<file path="src/rtl/uart_tx.sv">
// UART 8N1 transmitter for the debug serial link: a small byte FIFO with a
// valid/ready front end feeding a start/data/stop serializer.
module uart_tx #(
    parameter int CLK_FREQUENCY = 48000000,
    parameter int BAUD_RATE     = 115200,
    parameter int FIFO_DEPTH    = 4
) (
    input  logic       clk,
    input  logic       rst_n,
    input  logic [7:0] tx_data,
    input  logic       tx_valid,
    output logic       tx_ready,
    output logic       tx,
    output logic       busy
);
    localparam int DIV   = (CLK_FREQUENCY + BAUD_RATE / 2) / BAUD_RATE;
    localparam int CNT_W = (DIV > 1) ? $clog2(DIV) : 1;
    localparam int AW    = $clog2(FIFO_DEPTH);
    localparam logic [CNT_W-1:0] CNT_LAST = CNT_W'(DIV - 1);

    typedef enum logic [1:0] {IDLE, START, DATA, STOP} state_t;

    state_t           state, state_nxt;
    logic [CNT_W-1:0] baud_cnt, baud_cnt_nxt;
    logic [2:0]       bit_idx, bit_idx_nxt;
    logic [7:0]       shift, shift_nxt;
    logic [AW:0]      wptr, rptr, wptr_nxt, rptr_nxt;
    logic [7:0]       mem [FIFO_DEPTH];
    logic             empty, full_nxt, push, pop, tx_nxt, bit_end;

    // Handshake: a byte moves on every rising edge where tx_valid && tx_ready.
    // tx_ready is a register equal to !full, forced low while in reset.
    assign push     = tx_valid && tx_ready;
    assign empty    = (wptr == rptr);
    assign bit_end  = (baud_cnt == CNT_LAST);
    assign wptr_nxt = push ? wptr + (AW + 1)'(1) : wptr;
    assign rptr_nxt = pop  ? rptr + (AW + 1)'(1) : rptr;
    assign full_nxt = (wptr_nxt[AW] != rptr_nxt[AW]) &&
                      (wptr_nxt[AW-1:0] == rptr_nxt[AW-1:0]);

    always_comb begin
        state_nxt    = state;
        baud_cnt_nxt = bit_end ? '0 : baud_cnt + CNT_W'(1);
        bit_idx_nxt  = bit_idx;
        shift_nxt    = shift;
        pop          = 1'b0;
        tx_nxt       = 1'b1;
        case (state)
            IDLE: begin
                baud_cnt_nxt = '0;
                if (!empty) begin
                    pop       = 1'b1;
                    shift_nxt = mem[rptr[AW-1:0]];
                    state_nxt = START;
                end
            end
            START: begin
                tx_nxt = 1'b0;
                if (bit_end) begin
                    state_nxt   = DATA;
                    bit_idx_nxt = '0;
                end
            end
            DATA: begin
                tx_nxt = shift[0];
                if (bit_end) begin
                    shift_nxt   = {1'b0, shift[7:1]};
                    bit_idx_nxt = bit_idx + 3'd1;
                    if (bit_idx == 3'd7) state_nxt = STOP;
                end
            end
            STOP: begin
                // Chain straight into the next start bit when data is waiting.
                if (bit_end && !empty) begin
                    pop       = 1'b1;
                    shift_nxt = mem[rptr[AW-1:0]];
                    state_nxt = START;
                end else if (bit_end) begin
                    state_nxt = IDLE;
                end
            end
            default: state_nxt = IDLE;
        endcase
    end

    always_ff @(posedge clk) begin
        if (!rst_n) begin
            state    <= IDLE;
            baud_cnt <= '0;
            bit_idx  <= '0;
            shift    <= '0;
            wptr     <= '0;
            rptr     <= '0;
            tx       <= 1'b1;
            busy     <= 1'b0;
            tx_ready <= 1'b0;
        end else begin
            state    <= state_nxt;
            baud_cnt <= baud_cnt_nxt;
            bit_idx  <= bit_idx_nxt;
            shift    <= shift_nxt;
            wptr     <= wptr_nxt;
            rptr     <= rptr_nxt;
            tx       <= tx_nxt;
            busy     <= (state != IDLE) || !empty;
            tx_ready <= !full_nxt;
        end
    end

    always_ff @(posedge clk) begin
        if (push) mem[wptr[AW-1:0]] <= tx_data;
    end
endmodule

</file>
<file path="config.mk">
export PLATFORM = sky130hd
export DESIGN_NAME = uart_tx
export DESIGN_NICKNAME = d
export VERILOG_FILES = /design/src/rtl/uart_tx.sv
export SDC_FILE = /design/constraint.sdc
export NUM_CORES = 1
export LEC_CHECK = 0
export ABC_AREA = 1
export ABC_CLOCK_PERIOD_IN_PS = 1700
export CAP_MARGIN = 30
export CORE_MARGIN = 2
export CORE_UTILIZATION = 59
export CTS_CLUSTER_SIZE = 10
export DETAILED_ROUTE_END_ITERATION = 8
export GPL_TIMING_DRIVEN = 0
export PLACE_DENSITY_LB_ADDON = 0.3
export SLEW_MARGIN = 40
export SYNTH_ARGS = -nofsm -noshare
export SYNTH_HDL_FRONTEND = slang
export SYNTH_SLANG_ARGS = --single-unit
</file>
<file path="constraint.sdc">
create_clock -name clk -period 1.7 [get_ports clk]
set_input_delay 0.34 -clock clk [delete_from_list [all_inputs] [get_ports clk]]
set_output_delay 0.34 -clock clk [all_outputs]
set_load 0.01 [all_outputs]
</file>
==> impl_metrics.yaml, run 1 <==
finish:
  multiInputGateArea_um2: 1170
  num-fill-cells: 361
  register_area_um2: 1580
  final_common_cell: "nand2_1"
  final_area_um2: 3360
  final_cell_mix: "54 x nand2_1, 32 x edfxtp_1, 29 x dfxtp_1"
  final_cells: 409
  nNetsFinal: 363
  drive_gt1_share_pct: 16.7
  antennaDiodeCount: 0
  synthToLayoutAreaGrowth_pct: 16.7
global_route:
  track_usage_pct: 21.4
  first_global_vias: 1986
  antenna_found_initial: 0
  grt_pass1_wl_um: 8540
  grt_remaining_overflow: 0
  grt_max_degree: 11
synth:
  syn_nets: 332
  synth.area.top_cells: "edfxtp_1 33%, dfxtp_1 22%, nand2_1 7.4%"
  synthDominantCellAreaShare_pct: 33.3
  yosysWarnings: 0
  syn_area_um2: 2880
  avgSynthCellArea_um2: 9.39
  ys_seq_area_share_pct: 54.8
  ys_ff_latch: 63
  yosysTopAreaCell: "edfxtp_1"
  ys_types: 34
  syn_inst: 307
timing:
  setup_violations: 0
  finalWorstSetupSlack_ns: 0.0324
  hold_viol_final: 0
  clock_skew_ns: 0.00597
  rsz0062_at_grt: "yes"
  drv_slew: 0
  period_needed_ns: 1.67
  max_freq_ghz: 0.600
  slew_headroom_pct: 68.1
  timing.hold.ws_ns: 0.421
  worstMarginPinSlew_ns: 0.477
  fin_crit_sh_pct: 98.1
cts:
  cts.sinks: 63
  holdBufCountCts: 0
  cts_tree: "yes"
  htree_levels: 3
  cts_buffer_depth: 2
  clk_latency_ns: 0.33
  cts_buffers: 9
  root_buffer: "clkbuf_8"
  clkTransAtPathRegs_ns: 0.06
worst_setup_path:
  timing.rr.start: "baud_cnt[0]"
  ff2ff_path_depth: 11
  r2r_end: "shift[2]"
  critPathKind: "reg2reg"
  end_kind: "flop"
  worst-path-max-fanout: 5
  start_kind: "flop"
  r2r_slack_ns: 0.03
  crit_arrival_ns: 1.92
  endpoint: "shift[2]"
  cp.required_ns: 1.96
  crit_start: "baud_cnt[0]"
power:
  ir_drop_mv: 1.02
  finalPower_mw: 4.50
  leakage_nw: 1.30
  pwr_density_cell_nw_per_um2: 1340
floorplanning:
  die_h_um: 73.9
  die_area_um2: 5460
  initial_utilization_pct: 61.1
  die_width_um: 73.9
  core_um2: 4720
  ios: 14
  rows: 25
detailed_routing:
  drtIter0Drc: 100
  routed_wl_um: 5450
  drt_pass1_iterations: 4
  ant_nets: 0
  vias: 2169
  wl_per_cell_um: 13.3
  drc: 0
  vias_per_cell: 5.30
placement:
  io_buffers: 13
  place_ws_ns: -0.298
  dp.cells: 387
  placed_area_um2: 3100
  hpwl_um: 3440
  gp_congestion: 0.829
flow_run:
  maxCapViolations: 0
min_path:
  hold_path_class: "reg2reg"
status:
  status: "complete, no violations"
critical path: stages (launching register included):
cell     delay, ns
dfxtp_2       0.33
inv_2         0.08
ha_4          0.14
nand2_2       0.07
nor2_4        0.10
nand2_2       0.13
inv_4         0.09
nand3_4       0.08
a21oi_4       0.23
buf_6         0.14
o21ai_0       0.06
a31oi_1       0.14
synthesized netlist by cell type, drive strengths merged:
cell type   n
nand3b      1
a21oi      10
inv        35
o2111ai     1
xor2        3
clkbuf      3
ha         14
o21ai      29
nor2       35
edfxtp     32
a211oi      1
clkinv      2
nand3      12
nor3        3
nor3b       3
nor4        1
o21bai      2
a31oi       9
dfxtp      31
o22ai       7
xnor2       2
nand2      60
buf         5
nand4       6
flip-flops by register name (all words and copies together) (netlist names):
name / count
bit_idx: 3
tx_ready: 1
mem: 32
shift: 8
busy: 1
baud_cnt: 9
tx: 1
wptr: 3
rptr: 3
state: 2
per-layer routing:
metal	up-vias	share of wire, %	global-route usage, %
met4	0	1.3	9.70
met2	53	50	34.9
li1	1110	-	-
met3	9	4.0	6.72
met1	997	45	26.0
met5	-	0	0
where the power goes:
group / internal [mW] / total (mW) / switching (mW)
Combinational: 0.660 / 1.65 / 0.989
Sequential: 1.75 / 1.83 / 0.0832
Clock: 0.515 / 1.02 / 0.505
metrics by stage:
| stage | utilization (%) | TNS, ns |
|---|---|---|
| floorplan | - | 0 |
| global placement | 65.6 | -7.27 |
| detailed placement | 65.6 | -7.07 |
| CTS | 69.1 | 0 |
| global route | 71.2 | -0.961 |
| finish | 71.2 | 0 |
final cells by class:
type                       count  share of cell area (%)
sequential                    63                    47.1
buffer                         8                    1.67
tap                           67                    2.49
clock inverter                 2                   0.260
timing repair buffer          20                    5.47
clock buffer                  13                    4.13
inverter                      37                    4.20
multi-input combinational    199                    34.7
worst min-delay path by stage:
stage | startpoint | slack, ns | cells past startpoint | endpoint
final | baud_cnt[0] | 0.42 | 1 | baud_cnt[0]
after global routing | baud_cnt[0] | 0.45 | 1 | baud_cnt[0]
after floorplan | baud_cnt[0] | 0.42 | 1 | baud_cnt[0]
after CTS | baud_cnt[0] | 0.45 | 1 | baud_cnt[0]
after detailed placement | baud_cnt[0] | 0.44 | 1 | baud_cnt[0]
after global placement | baud_cnt[0] | 0.43 | 1 | baud_cnt[0]
kinds of logic (layout without fill, tap and decap cells):
| logic type | count (synthesis) | count (layout) | synth area share, % |
|---|---|---|---|
| AOI/OAI and AO/OA | 59 | 59 | 12.2 |
| xor gates and xnor gates | 5 | 5 | 1.52 |
| adders and majority gates | 14 | 14 | 6.07 |
| buffers and inverters | 45 | 80 | 6.33 |
| DFF | 63 | 63 | 54.8 |
| and+or+nand+nor | 121 | 121 | 19.0 |
what timing repair did:
item | CTS | global route
buffers inserted | 2 | 4
hold endpoints to repair | 0 | 0
endpoints found under the setup margin | 5 | 32
gates resized for setup | 1 | 30
pin swaps | 0 | 3
gates cloned | 0 | 1
No activity file was read; power rests on OpenSTA's default activity.
==> run 2, diff against run 1 <==
Settings changed: CORE_MARGIN 2 to default, CORE_UTILIZATION 59 to 61, CTS_BUF_LIST from default to sky130_fd_sc_hd__clkbuf_8.
==> run 2 against run 1 <==
  * The flow now finishes with violations (design-rule violations)
  * Fmax is 0.27% lower
  * Hold slack improved by 0.018 ns
  * Worst setup slack got worse by 0.0045 ns
  * Routed wire length is 11% higher
  * Sequential cell count did not move
  * Critical endpoint is now shift[3]
  * Largest power group unchanged
==> impl_metrics.yaml, run 2 (synthesized netlist as in run 1, its figures left out) <==
status:
  status: "finished, violations left"
  violations: "design-rule violations"
detailed_routing:
  vias_per_cell: 5.68
  wl_per_cell_um: 15.3
  ant_nets: 0
  drc: 2
  routed_wl_um: 6020
  vias: 2236
  drt_pass1_iterations: 7
  drtIter0Drc: 132
timing:
  drv_slew: 0
  clock_skew_ns: 0.0103
  period_needed_ns: 1.67
  rsz0062_at_grt: "yes"
  setup_violations: 0
  fin_crit_sh_pct: 98.4
  finalWorstSetupSlack_ns: 0.0279
  max_freq_ghz: 0.598
  worstMarginPinSlew_ns: 0.752
  hold_viol_final: 0
  slew_headroom_pct: 49.7
  timing.hold.ws_ns: 0.440
worst_setup_path:
  critPathKind: "reg2reg"
  crit_start: "baud_cnt[1]"
  max_stage_delay_ns: 0.32
  path_cells: "inv_2 -> ha_4 -> nand2_4 -> nor2_4 -> nand2_4 -> inv_4 -> nand3_4 -> a21oi_4 -> buf_6 -> o21ai_0 -> a31oi_1"
  slowest_stage: "dfxtp_1"
  start_kind: "flop"
  cp.required_ns: 1.97
  end_kind: "flop"
  path_common_cell: "nand2_4"
  worst-path-max-fanout: 7
  timing.rr.start: "baud_cnt[1]"
  crit_arrival_ns: 1.94
power:
  leakage_nw: 1.35
  pwr_density_cell_nw_per_um2: 1430
  ir_drop_mv: 1.05
min_path:
  min_from: "baud_cnt[0]"
  hold_path_class: "reg2reg"
placement:
  hpwl_um: 3780
  gp_congestion: 0.785
  place_ws_ns: -0.306
  placed_area_um2: 3080
  dp.cells: 372
  io_buffers: 13
cts:
  cts_buffers: 9
  cts.sinks: 63
  clkTransAtPathRegs_ns: 0.07
  clk_latency_ns: 0.34
  cts_tree: "yes"
  htree_levels: 3
  root_buffer: "clkbuf_8"
  cts_buffer_depth: 2
floorplanning:
  core_um2: 4440
  die_width_um: 70.8
  ios: 14
  die_area_um2: 5010
  die_h_um: 70.8
  initial_utilization_pct: 64.9
  rows: 24
global_route:
  grt_pass1_wl_um: 9750
  antenna_found_initial: 0
  grt_max_degree: 12
  grt_remaining_overflow: 0
  first_global_vias: 2179
  track_usage_pct: 26.1
finish:
  final_cells: 394
  final_common_cell: "nand2_1"
  final_area_um2: 3430
  final_cell_mix: "53 x nand2_1, 32 x edfxtp_1, 30 x nor2_1"
  nNetsFinal: 362
  antennaDiodeCount: 0
  drive_gt1_share_pct: 18.4
  final_util_pct: 77.2
  synthToLayoutAreaGrowth_pct: 19.0
  largest_reg_flops: 32
flow_run:
  maxCapViolations: 0
## run 2: cell count changes in the layout (fill, tap and decap cells not counted), sizes merged
cell,previous run,this run
buf,12,11
bufinv,0,2
clkbuf,16,12
clkinv,3,4
clkinvlp,0,2
## run 2: critical path: cells and delay by family, from the launching register on
family / cells / cell delay (ns)
AOI/OAI and AO/OA: 3 / 0.47
and+or+nand+nor: 4 / 0.36
adders and majority gates: 1 / 0.15
DFF: 1 / 0.32
buffers and inverters: 3 / 0.29
## run 2: layout make-up
type                    count  area, um^2
flip-flops and latches     63        1590
multi-input cells         199        1190
fillers                   290        1010
repair buffers             19         179
inverters                  37         141
clock buffers               9         124
clock inverters             7        87.6
well taps                  52        65.1
plain buffers               8        57.6
## run 2: path summary, 6_finish.rpt
| kind | cells past startpoint | end | slack (ns) |
|---|---|---|---|
| hold / removal | 1 | baud_cnt[0] | 0.44 |
| setup reg to reg | 11 | shift[3] | 0.03 |
| hold reg to reg | 1 | baud_cnt[0] | 0.44 |
| setup / recovery | 11 | shift[3] | 0.03 |
## run 2: repair_timing
item | in CTS | in global routing
resized for setup | 5 | 35
pin swaps | 0 | 7
endpoints found under the setup margin | 17 | 28
setup buffers | 1 | 4
cloned | 1 | 0
hold buffers | 0 | 0
## run 2: through the flow
| stage | setup TNS (ns) | power, mW |
|---|---|---|
| 2_1_floorplan | 0 | 2.91 |
| 3_3_place_gp | -6.97 | 3.22 |
| 3_5_place_dp | -7.45 | 3.28 |
| 4_1_cts | 0 | 4.72 |
| 5_1_grt | -0.334 | 5.18 |
| 6_report | 0 | 4.92 |
## run 2: where the power goes
| part | internal [mW] | switching (mW) | total, mW |
|---|---|---|---|
| logic | 0.655 | 1.01 | 1.66 |
| registers | 1.75 | 0.0975 | 1.85 |
| clock network | 0.812 | 0.592 | 1.40 |
## run 2: layer usage
metal	routed length (um)	share of wire [%]	vias up	GRT usage (%)
met5	0	0	-	0
met4	130	2.2	0	14.7
met3	299	5.0	13	5.13
met2	3010	50	70	44.1
met1	2580	43	1047	31.4
li1	-	-	1106	-
==> run 3, diff against run 2 <==
Settings changed: CTS_CLUSTER_DIAMETER from default to 60, HOLD_SLACK_MARGIN from default to 0.1.
==> results of run 3 <==
Same layout as run 2: the final DEF is identical, and so are final timing and power.
